==> config.mk <==
export PLATFORM = sky130hd
export DESIGN_NAME = dcache_flush_walker_flat
export DESIGN_NICKNAME = d
export VERILOG_FILES = /design/src/rtl/ariane_pkg.sv /design/src/rtl/dcache_flush_walker_if.sv /design/src/rtl/lzc.sv /design/src/rtl/dcache_flush_walker.sv /design/src/flat_wrapper.sv
export SDC_FILE = /design/constraint.sdc
export NUM_CORES = 1
export LEC_CHECK = 0
export CAP_MARGIN = 20
export CORE_ASPECT_RATIO = 0.7
export CORE_MARGIN = 2
export CORE_UTILIZATION = 30
export DETAILED_ROUTE_END_ITERATION = 12
export MAX_ROUTING_LAYER = met4
export PLACE_DENSITY = 0.5
export SYNTH_ARGS = -nofsm -noshare
export SYNTH_HDL_FRONTEND = slang
export SYNTH_SLANG_ARGS = --single-unit
==> constraint.sdc <==
create_clock -name clk_i -period 1.9 [get_ports clk_i]
set_input_delay 0.38 -clock clk_i [delete_from_list [all_inputs] [get_ports clk_i]]
set_output_delay 0.38 -clock clk_i [all_outputs]
set_load 0.01 [all_outputs]
==> src/rtl/ariane_pkg.sv <==
// ariane_pkg -- shared types and default geometry for the dcache flush walker.
//   flush_walker_state_e : walker FSM states
//   DCACHE_*             : default cache geometry used as parameter defaults
//   way_width()          : width of a way index, never narrower than 1 bit
package ariane_pkg;

  localparam int unsigned DCACHE_NUM_SETS = 256;
  localparam int unsigned DCACHE_NUM_WAYS = 8;
  localparam int unsigned DCACHE_TAG_W    = 44;
  localparam int unsigned DCACHE_OFFSET_W = 4;

  typedef enum logic [3:0] {
    FW_IDLE,
    FW_RD_TAG,
    FW_WAIT_TAG,
    FW_SCAN,
    FW_WB_REQ,
    FW_WB_WAIT,
    FW_META,
    FW_NEXT_SET,
    FW_DONE
  } flush_walker_state_e;

  function automatic int unsigned way_width(input int unsigned n);
    return (n > 1) ? $clog2(n) : 1;
  endfunction

endpackage

==> src/rtl/dcache_flush_walker_if.sv <==
// dcache_flush_walker_if -- cache-side buses of the flush walker.
//   tag_*  : tag-array read (req/gnt, then rvalid with valid/dirty/tag of all ways)
//   wb_*   : writeback request (valid/ready) and completion pulse (wb_done_i)
//   meta_* : one-cycle metadata update (clear dirty; meta_inv_o also clears valid)
// Signal suffixes are from the walker's point of view.
// modport master : walker side, modport slave : cache/memory side.
interface dcache_flush_walker_if import ariane_pkg::*; #(
  parameter int unsigned NUM_SETS = DCACHE_NUM_SETS,
  parameter int unsigned NUM_WAYS = DCACHE_NUM_WAYS,
  parameter int unsigned TAG_W    = DCACHE_TAG_W,
  parameter int unsigned OFFSET_W = DCACHE_OFFSET_W
);
  localparam int unsigned IDX_W  = $clog2(NUM_SETS);
  localparam int unsigned WAY_W  = way_width(NUM_WAYS);
  localparam int unsigned ADDR_W = TAG_W + IDX_W + OFFSET_W;

  logic                      tag_req_o;
  logic                      tag_gnt_i;
  logic [IDX_W-1:0]          tag_idx_o;
  logic                      tag_rvalid_i;
  logic [NUM_WAYS-1:0]       tag_valid_i;
  logic [NUM_WAYS-1:0]       tag_dirty_i;
  logic [NUM_WAYS*TAG_W-1:0] tag_tag_i;
  logic                      wb_valid_o;
  logic                      wb_ready_i;
  logic [ADDR_W-1:0]         wb_addr_o;
  logic [WAY_W-1:0]          wb_way_o;
  logic                      wb_done_i;
  logic                      meta_we_o;
  logic [IDX_W-1:0]          meta_idx_o;
  logic [WAY_W-1:0]          meta_way_o;
  logic                      meta_inv_o;

  modport master (
    output tag_req_o, tag_idx_o, wb_valid_o, wb_addr_o, wb_way_o,
           meta_we_o, meta_idx_o, meta_way_o, meta_inv_o,
    input  tag_gnt_i, tag_rvalid_i, tag_valid_i, tag_dirty_i, tag_tag_i,
           wb_ready_i, wb_done_i
  );

  modport slave (
    input  tag_req_o, tag_idx_o, wb_valid_o, wb_addr_o, wb_way_o,
           meta_we_o, meta_idx_o, meta_way_o, meta_inv_o,
    output tag_gnt_i, tag_rvalid_i, tag_valid_i, tag_dirty_i, tag_tag_i,
           wb_ready_i, wb_done_i
  );

endinterface

==> src/rtl/lzc.sv <==
// lzc -- leading/trailing zero counter (common_cells compatible ports).
//   in_i    : vector to scan
//   cnt_o   : MODE=0 trailing zeros (index of lowest set bit),
//             MODE=1 leading zeros
//   empty_o : in_i is all zero (cnt_o is then 0)
module lzc #(
  parameter int unsigned WIDTH     = 2,
  parameter bit          MODE      = 1'b0,
  parameter int unsigned CNT_WIDTH = (WIDTH > 1) ? $clog2(WIDTH) : 1
) (
  input  logic [WIDTH-1:0]     in_i,
  output logic [CNT_WIDTH-1:0] cnt_o,
  output logic                 empty_o
);

  // The last matching iteration wins, so scan direction picks the end searched.
  always_comb begin
    cnt_o = '0;
    if (MODE) begin
      for (int i = 0; i < int'(WIDTH); i++)
        if (in_i[i]) cnt_o = CNT_WIDTH'(int'(WIDTH) - 1 - i);
    end else begin
      for (int i = int'(WIDTH) - 1; i >= 0; i--)
        if (in_i[i]) cnt_o = CNT_WIDTH'(i);
    end
  end

  assign empty_o = ~|in_i;

endmodule

==> src/rtl/dcache_flush_walker.sv <==
// dcache_flush_walker -- walks every dcache set, writes back dirty lines,
// clears their metadata, then pulses flush_ack_o.
//   clk_i, rst_ni : clock, asynchronous active-low reset
//   flush_i       : flush request level, held until flush_ack_o
//   flush_ack_o   : one-cycle pulse, whole cache clean
//   busy_o        : walker not idle
//   bus           : tag read, writeback and metadata buses (master side)
// Build option DCACHE_FLUSH_INVALIDATE_EN: every valid line is also
// invalidated (clean ones without a writeback) and meta_inv_o follows
// meta_we_o; otherwise only dirty lines are touched and meta_inv_o is 0.
module dcache_flush_walker import ariane_pkg::*; #(
  parameter int unsigned NUM_SETS = DCACHE_NUM_SETS,
  parameter int unsigned NUM_WAYS = DCACHE_NUM_WAYS,
  parameter int unsigned TAG_W    = DCACHE_TAG_W,
  parameter int unsigned OFFSET_W = DCACHE_OFFSET_W
) (
  input  logic                  clk_i,
  input  logic                  rst_ni,
  input  logic                  flush_i,
  output logic                  flush_ack_o,
  output logic                  busy_o,
  dcache_flush_walker_if.master bus
);

  localparam int unsigned IDX_W = $clog2(NUM_SETS);
  localparam int unsigned WAY_W = way_width(NUM_WAYS);

  flush_walker_state_e             r_state, w_state_next;
  logic                            r_armed;
  logic [IDX_W-1:0]                r_set;
  logic [NUM_WAYS-1:0]             r_pending;
  logic [NUM_WAYS-1:0][TAG_W-1:0]  r_tags;
  logic [WAY_W-1:0]                r_way;
  logic                            w_start, w_capture, w_select, w_clear, w_set_inc;
  logic [NUM_WAYS-1:0]             w_pending_cap;
  logic [WAY_W-1:0]                w_lzc_cnt;
  logic                            w_lzc_empty;

`ifdef DCACHE_FLUSH_INVALIDATE_EN
  logic [NUM_WAYS-1:0]             r_dirty;
  assign w_pending_cap   = bus.tag_valid_i;
  assign bus.meta_inv_o  = bus.meta_we_o;
`else
  assign w_pending_cap   = bus.tag_valid_i & bus.tag_dirty_i;
  assign bus.meta_inv_o  = 1'b0;
`endif

  lzc #(
    .WIDTH     (NUM_WAYS),
    .MODE      (1'b0),
    .CNT_WIDTH (WAY_W)
  ) i_way_lzc (
    .in_i    (r_pending),
    .cnt_o   (w_lzc_cnt),
    .empty_o (w_lzc_empty)
  );

  // NOTE: sequential state uses non-blocking assignments so every register
  // samples pre-edge values regardless of block evaluation order.
  always_ff @(posedge clk_i or negedge rst_ni) begin
    if (!rst_ni) r_state <= FW_IDLE;
    else         r_state <= w_state_next;
  end

  // NOTE: every output of this block gets a default first, so no path leaves
  // a signal unassigned and no latch is inferred.
  always_comb begin
    w_state_next   = r_state;
    w_start        = 1'b0;
    w_capture      = 1'b0;
    w_select       = 1'b0;
    w_clear        = 1'b0;
    w_set_inc      = 1'b0;
    bus.tag_req_o  = 1'b0;
    bus.wb_valid_o = 1'b0;
    bus.meta_we_o  = 1'b0;
    flush_ack_o    = 1'b0;
    busy_o         = (r_state != FW_IDLE);
    unique case (r_state)
      FW_IDLE: begin
        if (flush_i && r_armed) begin
          w_start      = 1'b1;
          w_state_next = FW_RD_TAG;
        end
      end
      FW_RD_TAG: begin
        bus.tag_req_o = 1'b1;
        if (bus.tag_gnt_i) w_state_next = FW_WAIT_TAG;
      end
      FW_WAIT_TAG: begin
        if (bus.tag_rvalid_i) begin
          w_capture    = 1'b1;
          w_state_next = FW_SCAN;
        end
      end
      FW_SCAN: begin
        if (w_lzc_empty) begin
          w_state_next = FW_NEXT_SET;
        end else begin
          w_select     = 1'b1;
          w_state_next = FW_WB_REQ;
`ifdef DCACHE_FLUSH_INVALIDATE_EN
          // Clean valid lines need no writeback, only the invalidate.
          if (!r_dirty[w_lzc_cnt]) w_state_next = FW_META;
`endif
        end
      end
      FW_WB_REQ: begin
        bus.wb_valid_o = 1'b1;
        // A completion arriving with the handshake must not be lost.
        if (bus.wb_ready_i) w_state_next = bus.wb_done_i ? FW_META : FW_WB_WAIT;
      end
      FW_WB_WAIT: begin
        if (bus.wb_done_i) w_state_next = FW_META;
      end
      FW_META: begin
        bus.meta_we_o = 1'b1;
        w_clear       = 1'b1;
        w_state_next  = FW_SCAN;
      end
      FW_NEXT_SET: begin
        if (r_set == IDX_W'(NUM_SETS - 1)) begin
          w_state_next = FW_DONE;
        end else begin
          w_set_inc    = 1'b1;
          w_state_next = FW_RD_TAG;
        end
      end
      FW_DONE: begin
        flush_ack_o  = 1'b1;
        w_state_next = FW_IDLE;
      end
      default: w_state_next = FW_IDLE;
    endcase
  end

  // NOTE: the tag store is reset even though it is data, because wb_addr_o is
  // built from it and must read zero out of reset.
  always_ff @(posedge clk_i or negedge rst_ni) begin
    if (!rst_ni) begin
      r_armed   <= 1'b1;
      r_set     <= '0;
      r_pending <= '0;
      r_tags    <= '0;
      r_way     <= '0;
`ifdef DCACHE_FLUSH_INVALIDATE_EN
      r_dirty   <= '0;
`endif
    end else begin
      // Re-arm only once the request has been dropped, so a level still
      // high after the ack cannot trigger a second walk.
      if (!flush_i)     r_armed <= 1'b1;
      else if (w_start) r_armed <= 1'b0;

      if (w_start)        r_set <= '0;
      else if (w_set_inc) r_set <= r_set + IDX_W'(1);

      if (w_capture) begin
        r_pending <= w_pending_cap;
        r_tags    <= bus.tag_tag_i;
`ifdef DCACHE_FLUSH_INVALIDATE_EN
        r_dirty   <= bus.tag_dirty_i;
`endif
      end else if (w_clear) begin
        r_pending[r_way] <= 1'b0;
      end

      if (w_select) r_way <= w_lzc_cnt;
    end
  end

  assign bus.tag_idx_o  = r_set;
  assign bus.wb_addr_o  = {r_tags[r_way], r_set, {OFFSET_W{1'b0}}};
  assign bus.wb_way_o   = r_way;
  assign bus.meta_idx_o = r_set;
  assign bus.meta_way_o = r_way;

endmodule

==> src/flat_wrapper.sv <==
// flat-port wrapper written by rule: the top's interface ports become plain ports
module dcache_flush_walker_flat import ariane_pkg::*;
#(
  parameter int unsigned NUM_SETS = DCACHE_NUM_SETS,
  parameter int unsigned NUM_WAYS = DCACHE_NUM_WAYS,
  parameter int unsigned TAG_W    = DCACHE_TAG_W,
  parameter int unsigned OFFSET_W = DCACHE_OFFSET_W
)
  (clk_i, rst_ni, flush_i, flush_ack_o, busy_o, bus_tag_req_o, bus_tag_idx_o, bus_wb_valid_o, bus_wb_addr_o, bus_wb_way_o, bus_meta_we_o, bus_meta_idx_o, bus_meta_way_o, bus_meta_inv_o, bus_tag_gnt_i, bus_tag_rvalid_i, bus_tag_valid_i, bus_tag_dirty_i, bus_tag_tag_i, bus_wb_ready_i, bus_wb_done_i);
  dcache_flush_walker_if #(.NUM_SETS(NUM_SETS), .NUM_WAYS(NUM_WAYS), .TAG_W(TAG_W), .OFFSET_W(OFFSET_W)) bus_i ();
  input  logic clk_i;
  input  logic rst_ni;
  input  logic flush_i;
  output logic flush_ack_o;
  output logic busy_o;
  output wire logic [$bits(bus_i.tag_req_o)-1:0] bus_tag_req_o;
  output wire logic [$bits(bus_i.tag_idx_o)-1:0] bus_tag_idx_o;
  output wire logic [$bits(bus_i.wb_valid_o)-1:0] bus_wb_valid_o;
  output wire logic [$bits(bus_i.wb_addr_o)-1:0] bus_wb_addr_o;
  output wire logic [$bits(bus_i.wb_way_o)-1:0] bus_wb_way_o;
  output wire logic [$bits(bus_i.meta_we_o)-1:0] bus_meta_we_o;
  output wire logic [$bits(bus_i.meta_idx_o)-1:0] bus_meta_idx_o;
  output wire logic [$bits(bus_i.meta_way_o)-1:0] bus_meta_way_o;
  output wire logic [$bits(bus_i.meta_inv_o)-1:0] bus_meta_inv_o;
  input wire logic [$bits(bus_i.tag_gnt_i)-1:0] bus_tag_gnt_i;
  input wire logic [$bits(bus_i.tag_rvalid_i)-1:0] bus_tag_rvalid_i;
  input wire logic [$bits(bus_i.tag_valid_i)-1:0] bus_tag_valid_i;
  input wire logic [$bits(bus_i.tag_dirty_i)-1:0] bus_tag_dirty_i;
  input wire logic [$bits(bus_i.tag_tag_i)-1:0] bus_tag_tag_i;
  input wire logic [$bits(bus_i.wb_ready_i)-1:0] bus_wb_ready_i;
  input wire logic [$bits(bus_i.wb_done_i)-1:0] bus_wb_done_i;
  assign bus_tag_req_o = bus_i.tag_req_o;
  assign bus_tag_idx_o = bus_i.tag_idx_o;
  assign bus_wb_valid_o = bus_i.wb_valid_o;
  assign bus_wb_addr_o = bus_i.wb_addr_o;
  assign bus_wb_way_o = bus_i.wb_way_o;
  assign bus_meta_we_o = bus_i.meta_we_o;
  assign bus_meta_idx_o = bus_i.meta_idx_o;
  assign bus_meta_way_o = bus_i.meta_way_o;
  assign bus_meta_inv_o = bus_i.meta_inv_o;
  assign bus_i.tag_gnt_i = bus_tag_gnt_i;
  assign bus_i.tag_rvalid_i = bus_tag_rvalid_i;
  assign bus_i.tag_valid_i = bus_tag_valid_i;
  assign bus_i.tag_dirty_i = bus_tag_dirty_i;
  assign bus_i.tag_tag_i = bus_tag_tag_i;
  assign bus_i.wb_ready_i = bus_wb_ready_i;
  assign bus_i.wb_done_i = bus_wb_done_i;
  dcache_flush_walker #(.NUM_SETS(NUM_SETS), .NUM_WAYS(NUM_WAYS), .TAG_W(TAG_W), .OFFSET_W(OFFSET_W)) u_core (.clk_i(clk_i), .rst_ni(rst_ni), .flush_i(flush_i), .flush_ack_o(flush_ack_o), .busy_o(busy_o), .bus(bus_i));
endmodule
==> metrics.csv, run 1 <==
stage,metric,value,unit
outcome,outcome,"finished, violations left",
outcome,violated checks,setup timing,
synthesis,post-synthesis cell count,1993,
synthesis,warnings from Yosys,0,
detailed_routing,Antenna Violating Nets Remaining,0,
cts,clock tree from TritonCTS,yes,
worst_setup_path,worst-path cell with the longest stage delay,sky130_fd_sc_hd__dfrtp_4,
synthesis,top cells by area in the synthesized netlist,"sky130_fd_sc_hd__dfrtp_1 54%, sky130_fd_sc_hd__nand2_1 24%, sky130_fd_sc_hd__buf_4 3.1%",
grt,maximum number of pins on one net before global-route repair,81,
worst_setup_path,Required @ worst endpoint,1520,ps
power_and_ir_drop,internal power component,0.0284,W
cells_and_area,final design area excluding fillers,28200,µm²
cells_and_area,fraction of layout instances using a drive strength above 1,0.232,
timing,min setup slack post-route,-862,ps
worst_setup_path,type of element launching the critical path,register,
timing,setup violation total in the final timing report,55,
detailed_routing,detailed-route wire length per cell,21.8,µm
job,number of maximum-capacitance violations,0,
cts,largest buffer count on any clock path,3,
detailed_routing,violation count after the first detailed-route iteration,1191,
timing,unrepaired setup endpoints after global routing,true,
min_path,class of the worst hold path,in2reg,
grt,aggregate global-route resource usage,0.240,
floorplan,standard-cell rows,73,
cts,cell chosen for the clock root,sky130_fd_sc_hd__clkbuf_16,
synthesis,per-instance average area after synthesis,8.76,µm²
power_and_ir_drop,total leakage power,13.8,nW
grt,initial antenna violation count,4,
cells_and_area,final layout net count,3025,
synthesis,synthesis-stage register bit count,376,
power_and_ir_drop,switching share of total power,0.386,
placement,HPWL after detailed placement,51300,µm
timing,worst clock skew on the final layout,16.4,ps
cts,number of H-tree levels,2,
power_and_ir_drop,pwr dens,1640,nW/µm²
synthesis,Yosys cell types,66,
synthesis,area share of the largest cell type after synthesis,0.538,
timing,number of hold-slack violations in the final timing report,0,
cts,clock latency of the later-clocked register in the worst-skew pair,540,ps
floorplan,Std-Cell Core Area,57200,µm²
detailed_routing,Total Wirelength,74900,µm
power_and_ir_drop,switching power total,0.0178,W
detailed_routing,Via-to-Cell Ratio,4.89,
power_and_ir_drop,share of power burned in the clock network,0.177,
timing,final critical delay including setup and external delays,2760,ps
placement,instance area at placement,23900,µm²
detailed_routing,Initial DRT Pass Iterations,6,
cells_and_area,final std cells w/o fill,3436,
floorplan,floorplan die area,60200,µm²
cells_and_area,"commonest non-fill, non-tap cells in the layout","1,095 x sky130_fd_sc_hd__nand2_1, 373 x sky130_fd_sc_hd__clkdlybuf4s50_1, 364 x sky130_fd_sc_hd__dfrtp_1",
timing,setup tns final,-33780,ps
cts,clock buffer count from CTS,41,
synthesis,share of synthesized flip-flops with an asynchronous set or reset,1.00,
timing,Max Transition Viols Final,0,
synthesis,sequential element share of the synthesized area,0.539,
detailed_routing,number of remaining DRC errors,0,
synthesis,cell type with the largest total area after synthesis,sky130_fd_sc_hd__dfrtp_1,
placement,Cell Count Post-Placement,3214,
grt,gr ovfl total,0,
placement,number of buffer cells added on primary ports,453,
detailed_routing,Via Count,16800,
synthesis,netlist area before placement,17500,µm²
grt,via count of the first global-routing pass,16900,
worst_setup_path,worst-path maximum fanout,7,
placement,placer congestion estimate,0.837,
worst_setup_path,most common cell type on the critical path,sky130_fd_sc_hd__buf_12,
worst_setup_path,kind of critical path,reg2out,
floorplan,Vert. Die Dim,206,µm
floorplan,# IOs,459,
grt,wire length of the first global-routing pass,106000,µm
cts,CTS sink count,376,
cells_and_area,"most common cell after layout, fill and taps aside",sky130_fd_sc_hd__nand2_1,
worst_setup_path,crit end category,output pin,
floorplan,starting density of the core,0.305,
synthesis,most used flip-flop cell after synthesis,sky130_fd_sc_hd__dfrtp_1,
worst_setup_path,worst path cell trace,buf_6 > nor2b_4 > buf_12 > buf_12 > a22o_1 > a22oi_2 > o211ai_1 > buf_2,
power_and_ir_drop,sequential share of power,0.305,
timing,worst hold margin,356,ps
synthesis,number of enable flip-flop cells after synthesis,0,
cts,clock input transition at the sequential cells of the worst setup and hold paths,60,ps
timing,timing-limited maximum frequency,362,MHz
power_and_ir_drop,peak supply drop,0.000763,V
worst_setup_path,largest stage delay on the critical path,540,ps
worst_setup_path,WP data arrival,2380,ps
timing,final cycle utilization of the critical path,1.45,
cells_and_area,post-route core utilization,0.493,
power_and_ir_drop,proportion of power drawn by combinational gates,0.518,
cells_and_area,layout-stage area growth over the synthesis result,61.5,%
floorplan,width of the die,292,µm
-- worst max-delay path: cells and delay by family, from the launching register on --
kind | cells | cell delay, ps
compound gates | 3 | 540
buf+inv | 4 | 620
flops | 1 | 540
simple gates | 1 | 130
-- path summary, 6_finish.rpt --
kind	slack [ps]	cells after the start	to	startpoint
worst max-delay path	-860	8	bus_wb_addr_o[43]	u_core.bus.meta_way_o[1]
worst min-delay path	360	3	u_core.r_tags[349]	bus_tag_tag_i[349]
worst max register to register	40	9	u_core.r_tags[4]	u_core.r_state[1]
worst min register to register	470	2	u_core.r_tags[81]	u_core.r_tags[81]
max in group asynchronous	700	3	u_core.r_tags[112]	rst_ni
min in group asynchronous	370	2	u_core.r_tags[260]	rst_ni
-- cell type report --
type                            count  area, µm²
Fill cell                        5358      29000
Inverter                            8       47.5
Antenna cell                        4       10.0
Timing Repair Buffer              762       8420
Clock buffer                       61       1220
Clock inverter                     15        134
Tap cell                          750        938
Sequential cell                   376       9430
Multi-Input combinational cell   1460       7990
-- state kept, by name, summed over array words and instances, names as in the netlist --
| register | count |
|---|---|
| u_core.bus.meta_way_o | 3 |
| u_core.r_state | 4 |
| u_core.r_armed | 1 |
| u_core.bus.meta_idx_o | 8 |
| u_core.r_tags | 352 |
| u_core.r_pending | 8 |
-- per-layer routing --
layer | wire length [µm] | vias up | track usage | share of wire
met3 | 4060 | 83 | 0.0326 | 0.054
met2 | 34400 | 559 | 0.369 | 0.46
li1 | - | 7841 | - | -
met5 | 0 | - | - | 0
met4 | 1150 | 0 | 0.0432 | 0.015
met1 | 35300 | 8322 | 0.341 | 0.47
-- cell families after synthesis --
logic type      after synthesis  share of synthesized area
simple gates               1182                      0.266
flops                       376                      0.539
compound gates              197                     0.0866
buf+inv                     162                     0.0544
mux                          72                     0.0520
xor+xnor                      2                    0.00100
fa+ha+maj                     1                   0.000717
other cells                   1                   0.000215
-- cell usage after synthesis, types with 2 or more instances --
master	number
sky130_fd_sc_hd__a222oi_1	3
sky130_fd_sc_hd__nand4b_1	2
sky130_fd_sc_hd__o311ai_0	4
sky130_fd_sc_hd__a311oi_1	2
sky130_fd_sc_hd__and2_1	3
sky130_fd_sc_hd__a22o_1	8
sky130_fd_sc_hd__nor4b_1	2
sky130_fd_sc_hd__nor2b_1	6
sky130_fd_sc_hd__inv_2	3
sky130_fd_sc_hd__nor3_2	2
sky130_fd_sc_hd__buf_2	27
sky130_fd_sc_hd__nand2_1	1100
sky130_fd_sc_hd__nand3_1	15
sky130_fd_sc_hd__nor3_1	3
sky130_fd_sc_hd__o22ai_1	17
sky130_fd_sc_hd__o211ai_1	11
sky130_fd_sc_hd__o21bai_1	2
sky130_fd_sc_hd__mux2i_1	21
sky130_fd_sc_hd__nand2b_1	2
sky130_fd_sc_hd__or4_4	2
sky130_fd_sc_hd__o21ai_1	9
sky130_fd_sc_hd__buf_6	5
sky130_fd_sc_hd__nor2_1	21
sky130_fd_sc_hd__mux4_2	11
sky130_fd_sc_hd__dfrtp_1	375
sky130_fd_sc_hd__a221oi_1	51
sky130_fd_sc_hd__inv_1	5
sky130_fd_sc_hd__a22oi_1	43
sky130_fd_sc_hd__or3_1	3
sky130_fd_sc_hd__o2bb2ai_1	10
sky130_fd_sc_hd__buf_4	72
sky130_fd_sc_hd__and3_1	7
sky130_fd_sc_hd__a221o_1	3
sky130_fd_sc_hd__mux2_1	13
sky130_fd_sc_hd__o21ai_0	10
sky130_fd_sc_hd__a21oi_1	12
sky130_fd_sc_hd__nor2_2	2
sky130_fd_sc_hd__a31oi_1	3
sky130_fd_sc_hd__mux2_2	27
sky130_fd_sc_hd__clkbuf_1	50
-- per-stage QoR --
| step | setup WS (ps) | power, W |
|---|---|---|
| floorplan | 23.3 | 0.0230 |
| finish | -862 | 0.0462 |
| global route | -922 | 0.0490 |
| global placement | -896 | 0.0324 |
| CTS | -932 | 0.0433 |
| detailed placement | -955 | 0.0327 |
-- power by group through the flow --
| stage | registers, W | logic (W) | clock network, W |
|---|---|---|---|
| 6_report | 0.0141 | 0.0240 | 0.00818 |
| 5_1_grt | 0.0145 | 0.0258 | 0.00873 |
| 4_1_cts | 0.0138 | 0.0211 | 0.00832 |
| 3_5_place_dp | 0.0139 | 0.0188 | 0 |
| 3_3_place_gp | 0.0138 | 0.0186 | 0 |
| 2_1_floorplan | 0.0131 | 0.00992 | 0 |
-- what timing repair did --
item,in CTS,in global routing
setup endpoints to repair,79,287
cloned,6,25
pin swaps,52,72
hold buffers,1,0
buffers inserted,74,54
endpoints found under the hold margin,30,0
resized for setup,413,160
Power figures use the tool's default switching activity.
==> run 2, diff against run 1 <==
--- a/config.mk
+++ b/config.mk
@@ -5,11 +5,12 @@
 export SDC_FILE = /design/constraint.sdc
 export NUM_CORES = 1
 export LEC_CHECK = 0
-export CAP_MARGIN = 20
+export CAP_MARGIN = 15
 export CORE_ASPECT_RATIO = 0.7
 export CORE_MARGIN = 2
 export CORE_UTILIZATION = 30
 export DETAILED_ROUTE_END_ITERATION = 12
+export GPL_TIMING_DRIVEN = 0
 export MAX_ROUTING_LAYER = met4
 export PLACE_DENSITY = 0.5
 export SYNTH_ARGS = -nofsm -noshare
==> metrics.csv, run 2 (synthesized netlist as in run 1, its figures left out) <==
stage,metric,value,unit,change
floorplan,# IOs,459,,unchanged
cells_and_area,area taken by flip-flops and latches,9420,µm²,-0.11%
worst_setup_path,type of element launching the critical path,register,,
placement,number of buffer cells added on primary ports,453,,unchanged
floorplan,floorplan die area,60200,µm²,unchanged
outcome,violated checks,setup timing,,
floorplan,starting density of the core,0.305,,unchanged
detailed_routing,Initial DRT Pass Iterations,5,,-1
timing,timing-limited maximum frequency,350,MHz,-3.3%
detailed_routing,Via Count,17700,,+5.1%
worst_setup_path,WP data arrival,2480,ps,+100 ps
cts,clock input transition at the sequential cells of the worst setup and hold paths,60,ps,about the same
power_and_ir_drop,pwr dens,1750,nW/µm²,+6.7%
detailed_routing,Antenna Violating Nets Remaining,0,,unchanged
timing,Max Transition Viols Final,0,,unchanged
grt,maximum number of pins on one net before global-route repair,117,,+44%
cts,CTS sink count,376,,unchanged
detailed_routing,Total Wirelength,91400,µm,+22%
worst_setup_path,crit end category,output pin,,
floorplan,width of the die,292,µm,unchanged
worst_setup_path,worst-path maximum fanout,6,,-1
worst_setup_path,kind of critical path,reg2out,,
job,number of maximum-capacitance violations,0,,unchanged
floorplan,Vert. Die Dim,206,µm,unchanged
grt,via count of the first global-routing pass,17800,,+5.4%
worst_setup_path,Required @ worst endpoint,1520,ps,about the same
cells_and_area,"commonest non-fill, non-tap cells in the layout","1,087 x sky130_fd_sc_hd__nand2_1, 376 x sky130_fd_sc_hd__clkdlybuf4s50_1, 366 x sky130_fd_sc_hd__dfrtp_1",,
timing,min setup slack post-route,-957,ps,-94.6 ps
power_and_ir_drop,peak supply drop,0.000710,V,-6.9%
cts,largest buffer count on any clock path,3,,unchanged
placement,Cell Count Post-Placement,3204,,-0.31%
grt,gr ovfl total,0,,unchanged
timing,final critical delay including setup and external delays,2860,ps,+94.6 ps
cts,number of H-tree levels,2,,unchanged
outcome,outcome,"finished, violations left",,
grt,wire length of the first global-routing pass,125000,µm,+18%
placement,placer congestion estimate,0.877,,+4.8%
cells_and_area,post-route core utilization,0.492,,-0.000941
power_and_ir_drop,total leakage power,13.7,nW,-0.26%
timing,final cycle utilization of the critical path,1.50,,+0.0498
timing,actual transition at the worst max-transition pin,611,ps,
min_path,class of the worst hold path,in2reg,,
detailed_routing,violation count after the first detailed-route iteration,1554,,+30%
floorplan,Std-Cell Core Area,57200,µm²,unchanged
floorplan,standard-cell rows,73,,unchanged
cells_and_area,"most common cell after layout, fill and taps aside",sky130_fd_sc_hd__nand2_1,,
detailed_routing,detailed-route wire length per cell,26.5,µm,+22%
cts,clock latency of the later-clocked register in the worst-skew pair,560,ps,+20 ps
timing,setup violation total in the final timing report,50,,-9.1%
cells_and_area,Fill cells,5365,,+0.13%
detailed_routing,number of remaining DRC errors,0,,unchanged
timing,number of hold-slack violations in the final timing report,0,,unchanged
timing,Slew Limit Headroom,0.593,,
cells_and_area,final layout net count,3041,,+0.53%
grt,aggregate global-route resource usage,0.303,,+0.0633
grt,initial antenna violation count,6,,+2
cts,clock tree from TritonCTS,yes,,
cells_and_area,"flip-flop count of the largest register, all copies and words added",352,,unchanged
cells_and_area,final std cells w/o fill,3450,,+0.41%
placement,HPWL after detailed placement,62100,µm,+21%
cts,cell chosen for the clock root,sky130_fd_sc_hd__clkbuf_16,,
cells_and_area,fraction of layout instances using a drive strength above 1,0.241,,+0.00993
detailed_routing,Via-to-Cell Ratio,5.12,,+4.7%
cells_and_area,multi-input logic area,8240,µm²,+3.2%
cts,clock buffer count from CTS,42,,+2.4%
cells_and_area,top register by number of flip-flops,u_core.r_tags,,
timing,unrepaired setup endpoints after global routing,true,,
timing,worst clock skew on the final layout,18.4,ps,+1.95 ps
timing,setup tns final,-37730,ps,-3940 ps
cells_and_area,layout-stage area growth over the synthesis result,61.2,%,
==> run 2: changes by cell type in the layout (fill, tap and decap cells not counted), sizes merged <==
| cell | previous run | this run |
|---|---|---|
| buf | 336 | 326 |
| bufbuf | 2 | 0 |
| clkbuf | 87 | 117 |
| clkdlybuf4s15 | 0 | 3 |
| clkdlybuf4s50 | 373 | 376 |
| clkinv | 11 | 7 |
| clkinvlp | 2 | 0 |
| dlygate4sd2 | 19 | 17 |
| dlymetal6s2s | 5 | 3 |
| inv | 8 | 9 |
| nand3 | 16 | 15 |
==> run 2: routing by layer <==
metal,wire [µm],track usage,up-vias
li1,-,-,7858
met1,38600,0.401,8789
met2,40900,0.464,854
met3,9260,0.0786,162
met4,2700,0.0764,0
met5,0,-,-
==> run 2: timing repair <==
action / CTS / global route
hold endpoints to repair: 57 / 0
hold buffers: 1 / 0
pin swaps: 78 / 72
gates resized for setup: 618 / 169
buffers inserted: 111 / 66
gates cloned: 6 / 4
endpoints found under the setup margin: 293 / 493
==> run 2: layout make-up <==
type | count | area share
Sequential cell | 376 | 0.335
Multi-Input combinational cell | 1459 | 0.293
Timing Repair Buffer | 636 | 0.234
Buffer | 142 | 0.0525
Clock buffer | 65 | 0.0459
Tap cell | 750 | 0.0334
Clock inverter | 10 | 0.00378
Inverter | 8 | 0.00191
Antenna cell | 4 | 0.000356
==> run 2: worst paths after layout <==
| kind | startpoint | endpoint | slack [ps] | cells after the start |
|---|---|---|---|---|
| min in group asynchronous | rst_ni | u_core.r_tags[133] | 370 | 2 |
| max in group asynchronous | rst_ni | u_core.r_tags[145] | 250 | 4 |
| max reg2reg | u_core.r_state[2] | u_core.r_tags[151] | 20 | 7 |
| max | u_core.bus.meta_way_o[1] | bus_wb_addr_o[17] | -960 | 8 |
| min reg2reg | u_core.r_tags[150] | u_core.r_tags[150] | 470 | 2 |
| min | bus_tag_tag_i[120] | u_core.r_tags[120] | 350 | 3 |
==> run 2: stage by stage <==
stage / area [µm²] / power (W) / hold slack (ps) / setup slack [ps]
finish: 28100 / 0.0492 / 351 / -957
global route: 28100 / 0.0515 / 350 / -999
CTS: 27000 / 0.0465 / 333 / -954
detailed placement: 23000 / 0.0327 / 358 / -1860
global placement: 22900 / 0.0325 / 453 / -18240
floorplan: 17500 / 0.0230 / 84.4 / 23.3
==> run 2: power by group <==
part           switching (W)  internal (W)
clock network        0.00351       0.00494
registers            0.00263        0.0116
logic                 0.0143        0.0122
==> run 2: critical path: stages (launching register included) <==
cell and delay, ps:
sky130_fd_sc_hd__dfrtp_2 480, sky130_fd_sc_hd__buf_6 180, sky130_fd_sc_hd__buf_16 150, sky130_fd_sc_hd__nor3_4 250, sky130_fd_sc_hd__buf_12 200, sky130_fd_sc_hd__buf_12 160
sky130_fd_sc_hd__a222oi_1 100, sky130_fd_sc_hd__o21ai_1 210, sky130_fd_sc_hd__buf_2 200
